===== config.mk =====
export PLATFORM = sky130hd
export DESIGN_NAME = ssd_scan_driver
export DESIGN_NICKNAME = d
export VERILOG_FILES = /design/src/rtl/ssd_scan_driver_pkg.sv /design/src/rtl/ssd_scan_driver_bin2bcd_seq.sv /design/src/rtl/ssd_scan_driver.sv
export SDC_FILE = /design/constraint.sdc
export NUM_CORES = 1
export LEC_CHECK = 0
export CORE_MARGIN = 3
export CORE_UTILIZATION = 40
export CTS_CLUSTER_SIZE = 24
export DETAILED_ROUTE_END_ITERATION = 10
export SYNTH_ARGS = -nofsm -noshare
export SYNTH_HDL_FRONTEND = slang
export SYNTH_HIERARCHICAL = 1
export SYNTH_SLANG_ARGS = --single-unit

===== constraint.sdc =====
create_clock -name clk -period 4.44 [get_ports clk]
set_clock_uncertainty 0.1 [all_clocks]
set_input_delay 0.666 -clock clk [delete_from_list [all_inputs] [get_ports clk]]
set_output_delay 0.666 -clock clk [all_outputs]
set_load 0.1 [all_outputs]

===== src/rtl/ssd_scan_driver_pkg.sv =====
// Shared types and constants for the seven-segment scan driver: converter states,
// active-low segment patterns and the digit decoder.
package ssd_scan_driver_pkg;

    typedef enum logic [1:0] {
        StIdle  = 2'd0,
        StShift = 2'd1,
        StDone  = 2'd2
    } conv_state_e;

    localparam int unsigned NumDigits = 4;

    // Segment order {a,b,c,d,e,f,g}, active-low
    localparam logic [6:0] Seg0     = 7'b0000001;
    localparam logic [6:0] Seg1     = 7'b1001111;
    localparam logic [6:0] Seg2     = 7'b0010010;
    localparam logic [6:0] Seg3     = 7'b0000110;
    localparam logic [6:0] Seg4     = 7'b1001100;
    localparam logic [6:0] Seg5     = 7'b0100100;
    localparam logic [6:0] Seg6     = 7'b0100000;
    localparam logic [6:0] Seg7     = 7'b0001111;
    localparam logic [6:0] Seg8     = 7'b0000000;
    localparam logic [6:0] Seg9     = 7'b0000100;
    localparam logic [6:0] SegBlank = 7'b1111111;

    function automatic logic [6:0] seg_decode(input logic [3:0] digit);
        logic [6:0] seg;
        case (digit)
            4'd0:    seg = Seg0;
            4'd1:    seg = Seg1;
            4'd2:    seg = Seg2;
            4'd3:    seg = Seg3;
            4'd4:    seg = Seg4;
            4'd5:    seg = Seg5;
            4'd6:    seg = Seg6;
            4'd7:    seg = Seg7;
            4'd8:    seg = Seg8;
            4'd9:    seg = Seg9;
            default: seg = SegBlank;
        endcase
        return seg;
    endfunction

endpackage


===== src/rtl/ssd_scan_driver_bin2bcd_seq.sv =====
// Sequential double-dabble converter: one shift-and-adjust iteration per cycle,
// IDLE -> SHIFT (VAL_W cycles) -> DONE.
module ssd_scan_driver_bin2bcd_seq
    import ssd_scan_driver_pkg::*;
#(
    parameter int unsigned VAL_W = 13
) (
    input  logic                   clk,
    input  logic                   rst,
    input  logic                   start,
    input  logic [VAL_W-1:0]       bin,
    output logic                   busy,
    output logic                   done,
    output logic [4*NumDigits-1:0] bcd
);

    localparam int unsigned CntW = $clog2(VAL_W + 1);

    conv_state_e            state_q;
    logic [VAL_W-1:0]       bin_q;
    logic [4*NumDigits-1:0] acc_q;
    logic [4*NumDigits-1:0] acc_adj;
    logic [CntW-1:0]        iter_q;

    always_comb begin
        acc_adj = acc_q;
        for (int i = 0; i < int'(NumDigits); i++) begin
            if (acc_q[4*i +: 4] >= 4'd5) begin
                acc_adj[4*i +: 4] = acc_q[4*i +: 4] + 4'd3;
            end
        end
    end

    always_ff @(posedge clk) begin
        if (rst) begin
            state_q <= StIdle;
            bin_q   <= '0;
            acc_q   <= '0;
            iter_q  <= '0;
        end else begin
            unique case (state_q)
                StIdle: begin
                    if (start) begin
                        bin_q   <= bin;
                        acc_q   <= '0;
                        iter_q  <= CntW'(VAL_W);
                        state_q <= StShift;
                    end
                end
                StShift: begin
                    {acc_q, bin_q} <= {acc_adj, bin_q} << 1;
                    iter_q         <= iter_q - CntW'(1);
                    if (iter_q == CntW'(1)) begin
                        state_q <= StDone;
                    end
                end
                StDone:  state_q <= StIdle;
                default: state_q <= StIdle;
            endcase
        end
    end

    assign busy = (state_q != StIdle);
    assign done = (state_q == StDone);
    assign bcd  = acc_q;

endmodule


===== src/rtl/ssd_scan_driver.sv =====
// Four-digit multiplexed common-anode display driver with binary-to-BCD conversion.
// Optional leading-zero blanking via `SSD_LEADING_ZERO_BLANK_EN.
module ssd_scan_driver
    import ssd_scan_driver_pkg::*;
#(
    parameter int unsigned REFRESH_BITS = 18,
    parameter int unsigned VAL_W        = 13
) (
    input  logic             clk,
    input  logic             rst,
    input  logic             en,
    input  logic [VAL_W-1:0] value,
    output logic [3:0]       anode,
    output logic [6:0]       seg,
    output logic             busy,
    output logic             bcd_valid
);

    logic [VAL_W-1:0]        last_value_q, last_value_d;
    logic [4*NumDigits-1:0]  digits_q, digits_d;
    logic [REFRESH_BITS-1:0] cnt_q, cnt_d;
    logic [3:0]              anode_q, anode_d;
    logic [6:0]              seg_q, seg_d;
    logic                    bcd_valid_q;
    logic [1:0]              sel_d;
    logic [3:0]              digit_d;
    logic                    blank_d;

    logic                   conv_start;
    logic                   conv_busy;
    logic                   conv_done;
    logic [4*NumDigits-1:0] conv_bcd;

    // Only compare while idle so a value change mid-conversion is picked up afterwards
    assign conv_start = !conv_busy && (value != last_value_q);

    ssd_scan_driver_bin2bcd_seq #(
        .VAL_W (VAL_W)
    ) u_bin2bcd (
        .clk   (clk),
        .rst   (rst),
        .start (conv_start),
        .bin   (value),
        .busy  (conv_busy),
        .done  (conv_done),
        .bcd   (conv_bcd)
    );

    // Anode and segments are derived from next-state counter/digits so the registered
    // outputs always match the current counter position.
    always_comb begin
        last_value_d = conv_start ? value : last_value_q;
        digits_d     = conv_done ? conv_bcd : digits_q;
        cnt_d        = cnt_q + REFRESH_BITS'(1);
        sel_d        = cnt_d[REFRESH_BITS-1 -: 2];
        digit_d      = digits_d[{sel_d, 2'b00} +: 4];
        blank_d      = 1'b0;
`ifdef SSD_LEADING_ZERO_BLANK_EN
        case (sel_d)
            2'd1:    blank_d = (digits_d[15:4] == '0);
            2'd2:    blank_d = (digits_d[15:8] == '0);
            2'd3:    blank_d = (digits_d[15:12] == '0);
            default: blank_d = 1'b0;
        endcase
`endif
        seg_d   = blank_d ? SegBlank : seg_decode(digit_d);
        anode_d = en ? ~(4'b0001 << sel_d) : 4'b1111;
    end

    always_ff @(posedge clk) begin
        if (rst) begin
            last_value_q <= '0;
            digits_q     <= '0;
            cnt_q        <= '0;
            anode_q      <= 4'b1110;
            seg_q        <= Seg0;
            bcd_valid_q  <= 1'b0;
        end else begin
            last_value_q <= last_value_d;
            digits_q     <= digits_d;
            cnt_q        <= cnt_d;
            anode_q      <= anode_d;
            seg_q        <= seg_d;
            bcd_valid_q  <= conv_done;
        end
    end

    assign anode     = anode_q;
    assign seg       = seg_q;
    assign busy      = conv_busy;
    assign bcd_valid = bcd_valid_q;

endmodule


# Word-level counts from Yosys, hierarchy flattened
# Memories as Yosys holds them, arrays and structs flattened. A register that Yosys moved wholly into a read port is not among the register bits.
# Cells that the tools add are included.
dict set report classes {
  n_addsub 6
  multipliers 0
  div 0
  n_lt_le_gt_ge 4
  n_eq_ne 6
  n_shift 2
  muxes 15
  bitwise 2
  n_reduce_logical 8
}
# op n
set ops {}
lappend ops {{2-to-1 mux 16 bit} 2}
lappend ops {{one-hot mux 16 bit (2 select lines)} 1}
lappend ops {{one-hot mux 13 bit (2 select lines)} 1}
lappend ops {{adder 18 x 1 -> 18 bit, second input constant} 1}
lappend ops {{>= comparator 4 x 3 -> 1 bit, second input constant} 4}
lappend ops {{2-to-1 mux 4 bit} 4}
lappend ops {{variable part select 16 x 5 -> 4 bit} 1}
lappend ops {{2-to-1 mux 13 bit} 1}
lappend ops {{inequality test 13 bit} 1}
lappend ops {{adder 4 x 2 -> 4 bit, second input constant} 3}
lappend ops {{one-hot mux 4 bit (2 select lines)} 1}
lappend ops {{equality test 4 x 1 -> 1 bit, second input constant} 1}
lappend ops {{2-to-1 mux 2 bit} 2}
lappend ops {{inverter 4 bit} 1}
lappend ops {{one-hot mux 2 bit (2 select lines)} 1}
lappend ops {{AND reduction 2 bit} 2}
lappend ops {{nonzero test 2 bit} 2}
lappend ops {{left shift 1 x 2 -> 4 bit, first input constant} 1}
lappend ops {{subtractor 4 x 1 -> 4 bit, second input constant} 1}
lappend ops {{adder 3 x 2 -> 3 bit, second input constant} 1}
lappend ops {{2-to-1 mux 3 bit} 1}
lappend ops {{equality test 2 x 1 -> 1 bit, second input constant} 1}
lappend ops {{equality test 2 bit, second input constant} 1}
lappend ops {{logical NOT 2 bit} 1}
lappend ops {{other kinds (7)} 7}
dict set report totals {
  reg_bits 87
  latchBits 0
  mem_bits_rw 0
  romBits 112
  inputBits 16
  output_inout_bits 13
  wordCells 54
  n_memories 1
}
# memory words width rd rd_ports_with_merged_regs write_ports line
set memory_table {}
lappend memory_table {{(no name shown)} 16 7 1 1 0 ssd_scan_driver_pkg.sv:28} ;# case (digit)

# Logic depth before layout (Yosys ltp)
dict set report logic_depth {
  word_depth 5
  depth_mapped 11
  mapped_depth_nobuf 10
}

# Hierarchy
# The synthesis kept the hierarchy.
# module instances cells_each area_each_um2 seq_area_each_um2
set modules_own_cells {}
lappend modules_own_cells {ssd_scan_driver 1 252 2592.5 1181.1}
lappend modules_own_cells {ssd_scan_driver_bin2bcd_seq 1 221 1794.2 700.7}

# Worst setup path before layout
# OpenSTA, ideal clock, no wires.
dict set report synth_timing {
  kind {flip-flop to flip-flop}
  startpoint {register u_bin2bcd.state_q[1]}
  endpoint {register seg_q[5] (netlist: seg[5])}
  setup_ps 71
  t_arrival_ps 2950
  required_time_ps 4269
  path_slack_ps 1319
  path_stages_with_launch 12
  path_buffers 4
  period_less_slack_ps 3121
  path_cell_list {dfxtp_1 -> buf_2 -> buf_1 -> nor2b_1 -> buf_6 -> clkbuf_1 -> mux2i_1 -> mux4_1 -> ha_1 -> inv_1 -> or2_0 -> a21oi_1}
}
dict set report synth_via {
  elab_chain_len 3
}
# element line
set synth_lines {}
lappend synth_lines {{start, declared} ssd_scan_driver_bin2bcd_seq.sv:19} ;# conv_state_e state_q;
lappend synth_lines {{start signal, assigned} ssd_scan_driver_bin2bcd_seq.sv:36} ;# state_q <= StIdle;
lappend synth_lines {{start signal, assigned} ssd_scan_driver_bin2bcd_seq.sv:47} ;# state_q <= StShift;
lappend synth_lines {{start signal, assigned} ssd_scan_driver_bin2bcd_seq.sv:54} ;# state_q <= StDone;
lappend synth_lines {{equality test 2 bit} ssd_scan_driver_bin2bcd_seq.sv:64} ;# assign done = (state_q == StDone);
lappend synth_lines {{via conv_done} ssd_scan_driver.sv:31} ;# logic conv_done;
lappend synth_lines {{2-to-1 mux 16 bit} ssd_scan_driver.sv:53} ;# digits_d = conv_done ? conv_bcd : digits_q;
lappend synth_lines {{variable part select 16 x 5 -> 4 bit} ssd_scan_driver.sv:56} ;# digit_d = digits_d[{sel_d, 2'b00} +: 4];
lappend synth_lines {{end, declared} ssd_scan_driver.sv:23} ;# logic [6:0] seg_q, seg_d;
# The timed path passes the listed nets, and every way through them passes these cells.
# A chain may end at the register's enable or synchronous reset.

# Worst setup path in the final report
dict set report layout_timing {
  startpoint {register cnt_q[3]}
  endpoint {register seg_q[5] (netlist: seg[5])}
}
dict set report layout_via {
  elab_chain_len 2
}
# element line
set layout_lines {}
lappend layout_lines {{start, declared} ssd_scan_driver.sv:21} ;# logic [REFRESH_BITS-1:0] cnt_q, cnt_d;
lappend layout_lines {{start signal, assigned} ssd_scan_driver.sv:81} ;# cnt_q <= cnt_d;
lappend layout_lines {{adder 18 x 1 -> 18 bit} ssd_scan_driver.sv:54} ;# cnt_d = cnt_q + REFRESH_BITS'(1);
lappend layout_lines {{variable part select 16 x 5 -> 4 bit} ssd_scan_driver.sv:56}
# Every way passes these cells.

==> metrics.txt <==
1st-pass router iterations=4; CTS Buf Count=9; layout cell share with drive strength beyond 1=roughly 7.6%; Max Clk Rate=284 MHz; critical path class=register to register; total track usage=14.0%; Post-synth EDFFs=0; ANT nets after route=0; DP HPWL=5720 um; average size of a mapped cell=9.27 um^2; WL met1=around 4000 um; Synth top area share=between 40% and 50%; total power=roughly 1.8 mW; peak supply drop=about 0.18 mV; Clock Latency Late Sink=0.36 ns; largest net degree at the start of global routing=approximately 50; WP data required=approximately 4.6 ns; WL final=around 8400 um; vias in the first global route=3066; total congestion overflow=0; final core occ=between 40 and 50%; post-route clock period utilization=79.2%; drt via density=5.06; die area=roughly 12000 um^2; unrepaired setup endpoints after global routing=no; drt drc=0; time the worst path needs with I/O delays and setup=3.52 ns; leading area contributor after synthesis=dfxtp_1; cts repair resizes=0; Final Hold Vio Count=0; Reg-to-Reg Start=cnt_q[3]; library cells used by synthesis=50; initial antenna violation count=0; max_cap viols=0; first-pass GRT wire length=14300 um; crit-path max FO=10; H-tree levels=3; hold wc startpoint=cnt_q[0]; clock root cell=clkbuf_8; final instance area=4950 um^2; Post-Synth XOR/XNOR Area=6.56%; metal3 WL=between 300 and 400 um; PortBufs=28; Initial Utilization=41.7%; worst hold margin=0.355 ns; met2 routed WL=slightly below 4000 um; crit path launch=cnt_q[3]; Most used DFF post-synth=dfxtp_1; setup TNS=0 ns; vias after detailed routing=around 3200; hold bufs inserted after CTS=0; area of the core=around 11000 um^2; Clock Path Buffers=2; # clock sinks=94; Post-Syn Area=4390 um^2; detailed router's first-iteration violation count=140; CP endpoint kind=register; area share of fa/ha/maj cells after synthesis=4.85%; FILL cells=993; clock slew at the register clock pins of the worst setup and hold paths=0.09 ns; Slew Limit Fails=0; sequential-to-total area share from yosys stat=42.9%; # IOs=29; Die Span X=111 um; leakage=~2.0 nW; Hold Crit Class=register to register; syn nets=506; n_diodes=0; area post-placement=4750 um^2; Area Overhead vs Synth=12.8%; row cnt=37; Least-Margin Pin Slew=0.972 ns; Synth Area in Simple Gates=19.1%; CTS tree=built; status=completed; Final setup viols=0; Gate Count Post-Synth=473; most area-consuming cells after synthesis=dfxtp_1 43%, mux2i_1 8.7%, nor2_1 7.9%; top sig layer=met4; main combinational cell family by area after synthesis=simple AND/OR/NAND/NOR gates; startpoint types=register; Max transition margin=35.0%; Post-synth ARST share=0%; Chip Height=~110 um; CP arrival=3.70 ns; synth warn=6; DR WL/cell=13.2 um; most instantiated library cell after synthesis=dfxtp_1; PwrDens=around 360 nW/um^2; Nets=526; setup bufs post-CTS=0; Final GP Congestion=0.760; Commonest cells post-synth=94 x dfxtp_1, 92 x nor2_1, 38 x mux2i_1; compound-cell area share of the yosys netlist=about a tenth; Seq cells post-synth=94; mux contribution to synthesized area=approximately 12%
-- worst paths after layout --
check | endpoint | slack (ns) | cells past startpoint
worst max-delay path | seg[5] | 0.92 | 9
worst min-delay path | cnt_q[0] | 0.35 | 1
worst max register to register | seg[5] | 0.92 | 9
worst min register to register | cnt_q[0] | 0.35 | 1
-- registers in the layout (all words and copies together), names as in the netlist --
register,cells
digits_q,16
u_bin2bcd/iter_q,4
bcd_valid,1
seg,7
u_bin2bcd/state_q,2
u_bin2bcd/bin_q,13
u_bin2bcd/bcd,16
last_value_q,13
cnt_q,18
anode,4
-- per-layer routing --
| metal | vias up | track usage [%] |
|---|---|---|
| li1 | 1645 | - |
| met1 | 1510 | 17.3 |
| met2 | 47 | 23.1 |
| met3 | 7 | 3.98 |
| met4 | 0 | 5.17 |
| met5 | - | 0 |
-- cells by family (layout without fill, tap and decap cells) --
| logic type | count (synthesis) | in the layout |
|---|---|---|
| adders and majority gates | 17 | 17 |
| buffers and inverters | 45 | 70 |
| and+or+nand+nor | 173 | 173 |
| xor gates and xnor gates | 32 | 32 |
| DFF | 94 | 94 |
| muxes | 43 | 43 |
| AOI/OAI and AO/OA | 69 | 69 |
-- layout by cell type (no fill, tap or decap), types with 4 or more instances in the layout --
cell type and n:
mux2i_1 38, xnor2_1 13, dfxtp_1 94, nand4_1 4
clkbuf_8 11, xor2_1 18, nand3_1 9, a22o_1 11
nand2_1 8, o21ai_0 13, ha_1 17, buf_4 5
inv_1 21, nor2_1 92, nand3b_1 4, nand2b_1 5
mux4_1 4, nor3_1 16, clkdlybuf4s50_1 27, nor2b_1 13
a21oi_1 30
-- worst max-delay path, stage by stage (launching register included) --
cell,delay [ns]
dfxtp_1,0.43
nand4_2,0.15
nor3_1,0.47
nand3_1,0.16
xor2_1,0.63
mux4_1,0.79
ha_1,0.34
inv_1,0.04
or2_0,0.20
a21oi_1,0.13
-- where the power goes --
part | internal [mW] | total (mW) | leakage (nW) | switching, mW
Combinational | 0.114 | 0.289 | 1.14 | 0.176
Clock | 0.291 | 0.581 | 0.0996 | 0.289
Sequential | 0.890 | 0.918 | 0.766 | 0.0279
Total | 1.29 | 1.79 | 2.00 | 0.493
-- stage by stage --
step / cells / setup slack (ns)
final: 634 / 0.923
after global routing: 634 / 0.541
after CTS: 634 / 0.890
after detailed placement: 618 / 0.933
after global placement: 618 / 1.06
after floorplan: 473 / 1.32
-- final cells by class --
class | instances | area [um^2] | share of cell area, %
Clock buffer | 13 | 159 | 3.21
Timing Repair Buffer | 33 | 313 | 6.32
Clock inverter | 3 | 42.5 | 0.859
Inverter | 21 | 78.8 | 1.59
Sequential cell | 94 | 1880 | 38.0
Multi-Input combinational cell | 334 | 2300 | 46.6
Tap cell | 136 | 170 | 3.44
Power figures use the tool's default switching activity.
